$ cat src/rtl/anim_sequencer.sv
// +----------------------------------------------------------------------+
// | anim_sequencer: plays ROM frames onto an 8x8 row-scanned LED matrix.  |
// | Rev 1.0                                                              |
// +----------------------------------------------------------------------+
`default_nettype none

module anim_sequencer #(
  parameter int ROW_TICKS   = 1000,
  parameter int FRAME_SCANS = 50,
  parameter int NUM_FRAMES  = 5
) (
  input  logic        clk,
  input  logic        rst,
  input  logic        start,
  input  logic        stop,
  input  logic        loop_en,
  output logic [3:0]  rom_addr,
  input  logic [63:0] rom_data,
  output logic [7:0]  row_sel,
  output logic [7:0]  col_data,
  output logic        busy,
  output logic        done
);

  localparam int c_TICK_W = (ROW_TICKS   > 1) ? $clog2(ROW_TICKS)   : 1;
  localparam int c_SCAN_W = (FRAME_SCANS > 1) ? $clog2(FRAME_SCANS) : 1;

  localparam logic [c_TICK_W-1:0] c_TICK_LAST  = c_TICK_W'(ROW_TICKS - 1);
  localparam logic [c_SCAN_W-1:0] c_SCAN_LAST  = c_SCAN_W'(FRAME_SCANS - 1);
  localparam logic [3:0]          c_FRAME_LAST = 4'(NUM_FRAMES - 1);

  localparam logic [1:0] c_ST_IDLE = 2'd0;
  localparam logic [1:0] c_ST_LOAD = 2'd1;
  localparam logic [1:0] c_ST_SCAN = 2'd2;

  logic [1:0]          r_state;
  logic [3:0]          r_frame;
  logic [2:0]          r_row;
  logic [c_TICK_W-1:0] r_tick;
  logic [c_SCAN_W-1:0] r_scan;
  logic [63:0]         r_buf;
  logic                r_done;

  logic w_tick_last;
  logic w_row_last;
  logic w_scan_last;
  logic w_frame_last;

  assign w_tick_last  = (r_tick  == c_TICK_LAST);
  assign w_row_last   = (r_row   == 3'd7);
  assign w_scan_last  = (r_scan  == c_SCAN_LAST);
  assign w_frame_last = (r_frame == c_FRAME_LAST);

  always_ff @(posedge clk or negedge rst) begin
    if (!rst) begin
      r_state <= c_ST_IDLE;
      r_frame <= 4'd0;
      r_row   <= 3'd0;
      r_tick  <= '0;
      r_scan  <= '0;
      r_buf   <= 64'd0;
      r_done  <= 1'b0;
    end else begin
      r_done <= 1'b0;
      case (r_state)
        c_ST_IDLE: begin
          if (start && !stop) begin
            r_state <= c_ST_LOAD;
            r_frame <= 4'd0;
          end
        end

        c_ST_LOAD: begin
          r_buf  <= rom_data;
          r_row  <= 3'd0;
          r_tick <= '0;
          r_scan <= '0;
          if (stop) begin
            r_state <= c_ST_IDLE;
            r_frame <= 4'd0;
          end else begin
            r_state <= c_ST_SCAN;
          end
        end

        c_ST_SCAN: begin
          if (stop) begin
            r_state <= c_ST_IDLE;
            r_frame <= 4'd0;
          end else if (w_tick_last) begin
            r_tick <= '0;
            r_row  <= r_row + 3'd1;
            if (w_row_last) begin
              if (!w_scan_last) begin
                r_scan <= r_scan + c_SCAN_W'(1);
              end else begin
                r_scan <= '0;
                // End of frame: advance, wrap on loop, or finish.
                if (!w_frame_last) begin
                  r_frame <= r_frame + 4'd1;
                  r_state <= c_ST_LOAD;
                end else if (loop_en) begin
                  r_frame <= 4'd0;
                  r_state <= c_ST_LOAD;
                end else begin
                  r_frame <= 4'd0;
                  r_state <= c_ST_IDLE;
                  r_done  <= 1'b1;
                end
              end
            end
          end else begin
            r_tick <= r_tick + c_TICK_W'(1);
          end
        end

        default: begin
          r_state <= c_ST_IDLE;
          r_frame <= 4'd0;
        end
      endcase
    end
  end

  // Row r shows buffer byte [63-8r:56-8r]; ~r_row equals 7-r for a 3-bit row.
  always_comb begin
    row_sel  = 8'h00;
    col_data = 8'h00;
    if (r_state == c_ST_SCAN) begin
      row_sel  = 8'h01 << r_row;
      col_data = r_buf[{~r_row, 3'b000} +: 8];
    end
  end

  assign rom_addr = r_frame;
  assign busy     = (r_state != c_ST_IDLE);
  assign done     = r_done;

endmodule

`default_nettype wire
$ cat config.mk
export PLATFORM = sky130hd
export DESIGN_NAME = anim_sequencer
export DESIGN_NICKNAME = d
export VERILOG_FILES = /design/src/rtl/anim_sequencer.sv
export SDC_FILE = /design/constraint.sdc
export NUM_CORES = 1
export LEC_CHECK = 0
export BUFFER_PORTS_ARGS = -buffer_cell sky130_fd_sc_hd__buf_2
export CORE_UTILIZATION = 50
export DETAILED_ROUTE_END_ITERATION = 16
export PLACE_DENSITY = 0.74
export SLEW_MARGIN = 30
export SYNTH_ARGS = -nofsm -noshare
export SYNTH_HDL_FRONTEND = slang
export SYNTH_SLANG_ARGS = --single-unit
export TNS_END_PERCENT = 100
$ cat constraint.sdc
create_clock -name clk -period 5.43 [get_ports clk]
set_input_delay 0.543 -clock clk [delete_from_list [all_inputs] [get_ports clk]]
set_output_delay 0.543 -clock clk [all_outputs]
set_load 0.02 [all_outputs]
==> impl_metrics.toml, run 1 <==
[status]
outcome = "complete, no violations"

[power]
power.internal_mw = 1.093
power.share.clock_pct = 26.1
p_leak_nw = 2.686
p_per_area_mw_per_mm2 = 301.2
irDropWorstVdd_uv = 167.8
p_total_mw = 1.572
comb_power_share_pct = 17.5
pwr-share-seq_pct = 56.3
p_sw_share_pct = 30.50
p_sw_mw = 0.4795

[timing]
max_freq_ghz = 0.3826
fin_crit_sh_pct = 48.14
min_period_ps = 2614
worst_pin_slew_ps = 822.9
finalHoldViolCount = 0
rsz0062_at_grt = "false"
maxSlewViolCount = 0
setup_viol = 0
tns_ps = 0
relSlewSlack_pct = 45.14
clock_skew_ps = 7.044

[grt]
met2_usage_pct = 39.05
track_usage_pct = 23.91
grtUsageMet3_pct = 3.957
top_usage_layer = "met2"
met1_usage_pct = 32.07
grt_pass1_vias = 3675
grt_overflow_total = 0
antenna_found_initial = 0
grt_pass1_wl_mm = 17.93
grt_max_degree = 91

[drt]
drt_first_pass_iters = 5
wl_per_cell_microns = 15.47
post_drt_via_cell_ratio = 5.542
routed_wl_mm = 10.64
post-route-drc-count = 0
vias = 3813
drt_iter0_markers = 280
final_antenna_net_count = 0

[run]
drv_cap = 0

[clocking]
cts-root-buf = "clkbuf_8"
cts_setup_buffers = 0
clock_latency_ps = 360
postCtsHoldBufs = 0
tritoncts = "yes"
htree_levels = 3
cts_resized = 0
cts.sinks = 90
cts_buffer_depth = 2
path_clk_slew_ps = 90
cts_made_buffers = 9

[place]
finalWeightedCongestion = 0.8457
dp_hpwl_mm = 7.343
portBuffers = 90
dpl.cell_count = 671

[yosys]
syn_area_sq_mm = 0.004547
synth_area_leader_cell = "dfrtp_1"
synth_flop_cell = "dfrtp_1"
ys_warn_count = 0
synth_cells = 501
async_flop_share_pct = 100.0
avgSynthCellArea_sq_um = 9.076
synth_cell_types = 45
ys_seq_area_share_pct = 49.53
ys_seq_elements = 90
synth_top_area_share_pct = 49.53
yosys-top-cells-area = "dfrtp_1 (50%), nand2_1 (18%), mux4_2 (7.9%)"
synth_edf_count = 0
synth_nets = 581

[floorplanning]
die_h_microns = 97.36
die-area_sq_mm = 0.009479
ios = 91
die_w_microns = 97.36
coreArea_sq_mm = 0.008763
rows = 34
start_util_pct = 51.88

[critical_path]
critPathMaxFanout = 19
worstPathArrival_ps = 2070
start_kind = "register"
worstReg2RegStart = "r_row[1]"
r2r_setup_slack_ps = 3000
ff2ff_path_depth = 5
required_ps = 4890
critical_path_class = "reg2out"
worstReg2RegEnd = "r_scan[3]"
end_kind = "output port"

[finish]
fin_cells = 688
layout_commonest_cell = "nand2_1"
layout_common_cells = "nand2_1 (220), dfrtp_1 (89), buf_2 (89)"
syn_to_final_growth_pct = 14.80
drive_gt1_share_pct = 22.28
final_nets = 654

[hold_path]
hp-class = "in2async"
## cell usage after synthesis (all sizes together), types with 9 or more instances
cell    instances
nand2         220
dfrtp          90
clkbuf         17
mux4           16
buf            13
nand3          13
o21ai          12
a21oi          11
and3           11
ha             11
inv             9
nor2            9
## stage by stage
| stage | util, % | hold slack (ps) | setup WS (ps) | area (sq um) |
|---|---|---|---|---|
| 2_1_floorplan | - | 247.4 | 3234 | 4547 |
| 3_3_place_gp | 57.47 | 455.3 | 2857 | 5036 |
| 3_5_place_dp | 57.52 | 457.7 | 3048 | 5041 |
| 4_1_cts | 59.47 | 283.4 | 2800 | 5211 |
| 5_1_grt | 59.54 | 295.3 | 2671 | 5218 |
| 6_report | 59.57 | 210.9 | 2816 | 5220 |
## state kept, by name (all words and copies together), names as in the netlist
register and count:
r_buf 64, rom_addr 4, r_row 3, r_state 2, done 1, r_tick 10
r_scan 6
## routing by layer
metal / wire length (microns) / part of all wire (%)
met5: 0 / 0
met4: 249 / 2.3
met3: 603 / 5.7
met2: 5288 / 50
met1: 4501 / 42
## kinds of logic after synthesis
logic type      Yosys count  synth area share (%)
fa+ha+maj                11                 3.027
mux                      17                 8.173
buf+inv                  39                 3.467
compound gates           49                 7.183
simple gates            290                 27.66
flops                    90                 49.53
xor+xnor                  5                0.9631
## final cells by class
type | count | area (sq um)
well taps | 108 | 135.1
clock inverters | 6 | 42.54
diodes | 1 | 2.502
repair buffers | 92 | 471.7
flip-flops and latches | 90 | 2253
multi-input cells | 372 | 2153
inverters | 9 | 33.78
fillers | 809 | 3543
clock buffers | 10 | 127.6
## how the worst max path moves through the flow
stage,start,end,slack (ps),cells after the start
3_5_place_dp,r_row[1],r_scan[3],3050,5
2_1_floorplan,r_row[1],col_data[6],3230,5
4_1_cts,r_row[0],col_data[3],2800,4
3_3_place_gp,r_row[0],col_data[3],2860,4
5_1_grt,r_row[0],col_data[3],2670,4
6_report,r_row[0],col_data[3],2820,4
## critical path: stages, from the launching register on
cell     delay (ps)
dfrtp_2         750
mux4_2          570
nand2_1          90
a21oi_1         100
buf_2           200
## power groups by stage
stage                     Clock, mW  Sequential [mW]  Combinational, mW
after detailed placement          0            0.895              0.277
after CTS                     0.420            0.884              0.278
after global placement            0            0.896              0.265
final                         0.411            0.885              0.276
after global routing          0.452            0.898              0.316
after floorplan                   0            0.855              0.205
(Power assumes the default switching activity.)
==> inputs of run 2 (changes only) <==
--- a/config.mk
+++ b/config.mk
@@ -8,7 +8,7 @@
 export BUFFER_PORTS_ARGS = -buffer_cell sky130_fd_sc_hd__buf_2
 export CORE_UTILIZATION = 50
 export DETAILED_ROUTE_END_ITERATION = 16
-export PLACE_DENSITY = 0.74
+export PLACE_DENSITY = 0.76
 export SLEW_MARGIN = 30
 export SYNTH_ARGS = -nofsm -noshare
 export SYNTH_HDL_FRONTEND = slang
==> constraint.sdc (replaced) <==
create_clock -name clk -period 2.4 [get_ports clk]
set_input_delay 0.24 -clock clk [delete_from_list [all_inputs] [get_ports clk]]
set_output_delay 0.24 -clock clk [all_outputs]
set_load 0.02 [all_outputs]
==> impl_metrics.toml, run 2 (synthesized netlist as in run 1, its figures left out) <==
[timing]
finalHoldViolCount = 0
fin_ws_ps = 113.6
max_freq_ghz = 0.4374
tns_ps = 0
maxSlewViolCount = 0
min_period_ps = 2286
rsz0062_at_grt = "false"
setup_viol = 0
fin_crit_sh_pct = 95.27
worst_pin_slew_ps = 626.7
relSlewSlack_pct = 58.04
clock_skew_ps = 6.970

[clocking]
path_clk_slew_ps = 90
cts.sinks = 90
tritoncts = "yes"
cts_buffer_depth = 2
cts_setup_buffers = 0
cts_resized = 0
cts_made_buffers = 9
htree_levels = 3
clock_latency_ps = 360
cts-root-buf = "clkbuf_8"
postCtsHoldBufs = 1

[grt]
antenna_found_initial = 0
grt_overflow_total = 0
grt_pass1_vias = 3741
grt_max_degree = 65
track_usage_pct = 23.88
grt_pass1_wl_mm = 18.06

[finish]
drive_gt1_share_pct = 23.26
diodes = 0
syn_to_final_growth_pct = 16.98
final_util_pct = 60.69
top_regs = "r_buf (64), r_tick (10), r_scan (6)"
top_register = "r_buf"
layout_commonest_cell = "nand2_1"
layout_common_cells = "nand2_1 (220), dfrtp_1 (90), buf_2 (89)"
largest_register_ffs = 64
final_nets = 664

[hold_path]
hp-class = "in2reg"
hp-start = "loop_en"

[power]
power.internal_mw = 2.587
pwr-share-seq_pct = 54.0
irDropWorstVdd_uv = 350.0
p_leak_nw = 2.753
comb_power_share_pct = 17.6
power.share.clock_pct = 28.4
p_sw_share_pct = 29.41
p_per_area_mw_per_mm2 = 689.2
p_sw_mw = 1.078

[critical_path]
worstPathArrival_ps = 2050
required_ps = 2160
critical_path_class = "reg2out"
start_kind = "register"
worst_path_max_delay_cell = "mux4_2"
critPathMaxFanout = 18
worstReg2RegStart = "r_tick[0]"
cp-startpoint = "r_row[0]"
end_kind = "output port"
path_cells = "buf_4 -> mux4_2 -> nand2_1 -> a21oi_1 -> buf_2"
crit_path_max_incr_delay_ps = 590

[drt]
wl_per_cell_microns = 15.46
drt_iter0_markers = 206
routed_wl_mm = 10.78
final_antenna_net_count = 0
vias = 3861
post-route-drc-count = 0
post_drt_via_cell_ratio = 5.539
drt_first_pass_iters = 5

[floorplanning]
die-area_sq_mm = 0.009479
start_util_pct = 51.88
ios = 91
rows = 34
die_w_microns = 97.36
die_h_microns = 97.36
coreArea_sq_mm = 0.008763

[place]
dp_hpwl_mm = 7.582
portBuffers = 90
place_ws_ps = 442.1
finalWeightedCongestion = 0.8449

[status]
outcome = "complete, no violations"

[run]
drv_cap = 0
[run 2: critical path, delay by kind of cell (launching register included)]
family          cells  cell delay [ps]
compound gates      1               70
buf+inv             2              550
mux                 1              590
simple gates        1               90
flops               1              380
[run 2: stage by stage]
stage / total power [mW] / hold WS (ps) / instances / area, sq um
2_1_floorplan: 2.397 / -55.59 / 501 / 4547
3_3_place_gp: 2.600 / 247.9 / 680 / 5116
3_5_place_dp: 2.653 / 254.3 / 680 / 5116
4_1_cts: 3.688 / 51.19 / 697 / 5319
5_1_grt: 3.878 / 57.19 / 697 / 5319
6_report: 3.666 / 51.12 / 697 / 5319
[run 2: metal layers]
metal	GRT usage (%)	wire length (microns)	vias up	share of wire, %
met5	0	0	-	0
met4	7.127	167	0	1.5
met3	4.964	627	12	5.8
met2	38.73	5318	133	49
met1	32.54	4665	1872	43
li1	-	-	1844	-
[run 2: final timing paths]
kind                               endpoint  cells after the start  slack (ps)
worst max-delay path            col_data[0]                      5         110
worst min-delay path                   done                      2          50
worst max register to register     r_row[1]                      5         380
worst min register to register    r_buf[25]                      2         480
max in group asynchronous         r_buf[19]                      3        1370
min in group asynchronous       rom_addr[1]                      2         390
[run 2: power groups by stage]
stage          clock, mW  sequential, mW  combinational, mW
4_1_cts             1.06            1.97              0.655
5_1_grt             1.13            2.01              0.738
6_report            1.04            1.98              0.647
3_3_place_gp           0            1.98              0.621
3_5_place_dp           0            2.00              0.651
2_1_floorplan          0            1.93              0.463
[run 2: area by class of cell]
type                    count  area (sq um)
clock inverters             6         65.06
multi-input cells         372          2147
well taps                 108         135.1
flip-flops and latches     90          2252
repair buffers            102         558.0
inverters                   9         33.78
fillers                   768          3445
clock buffers              10         127.6
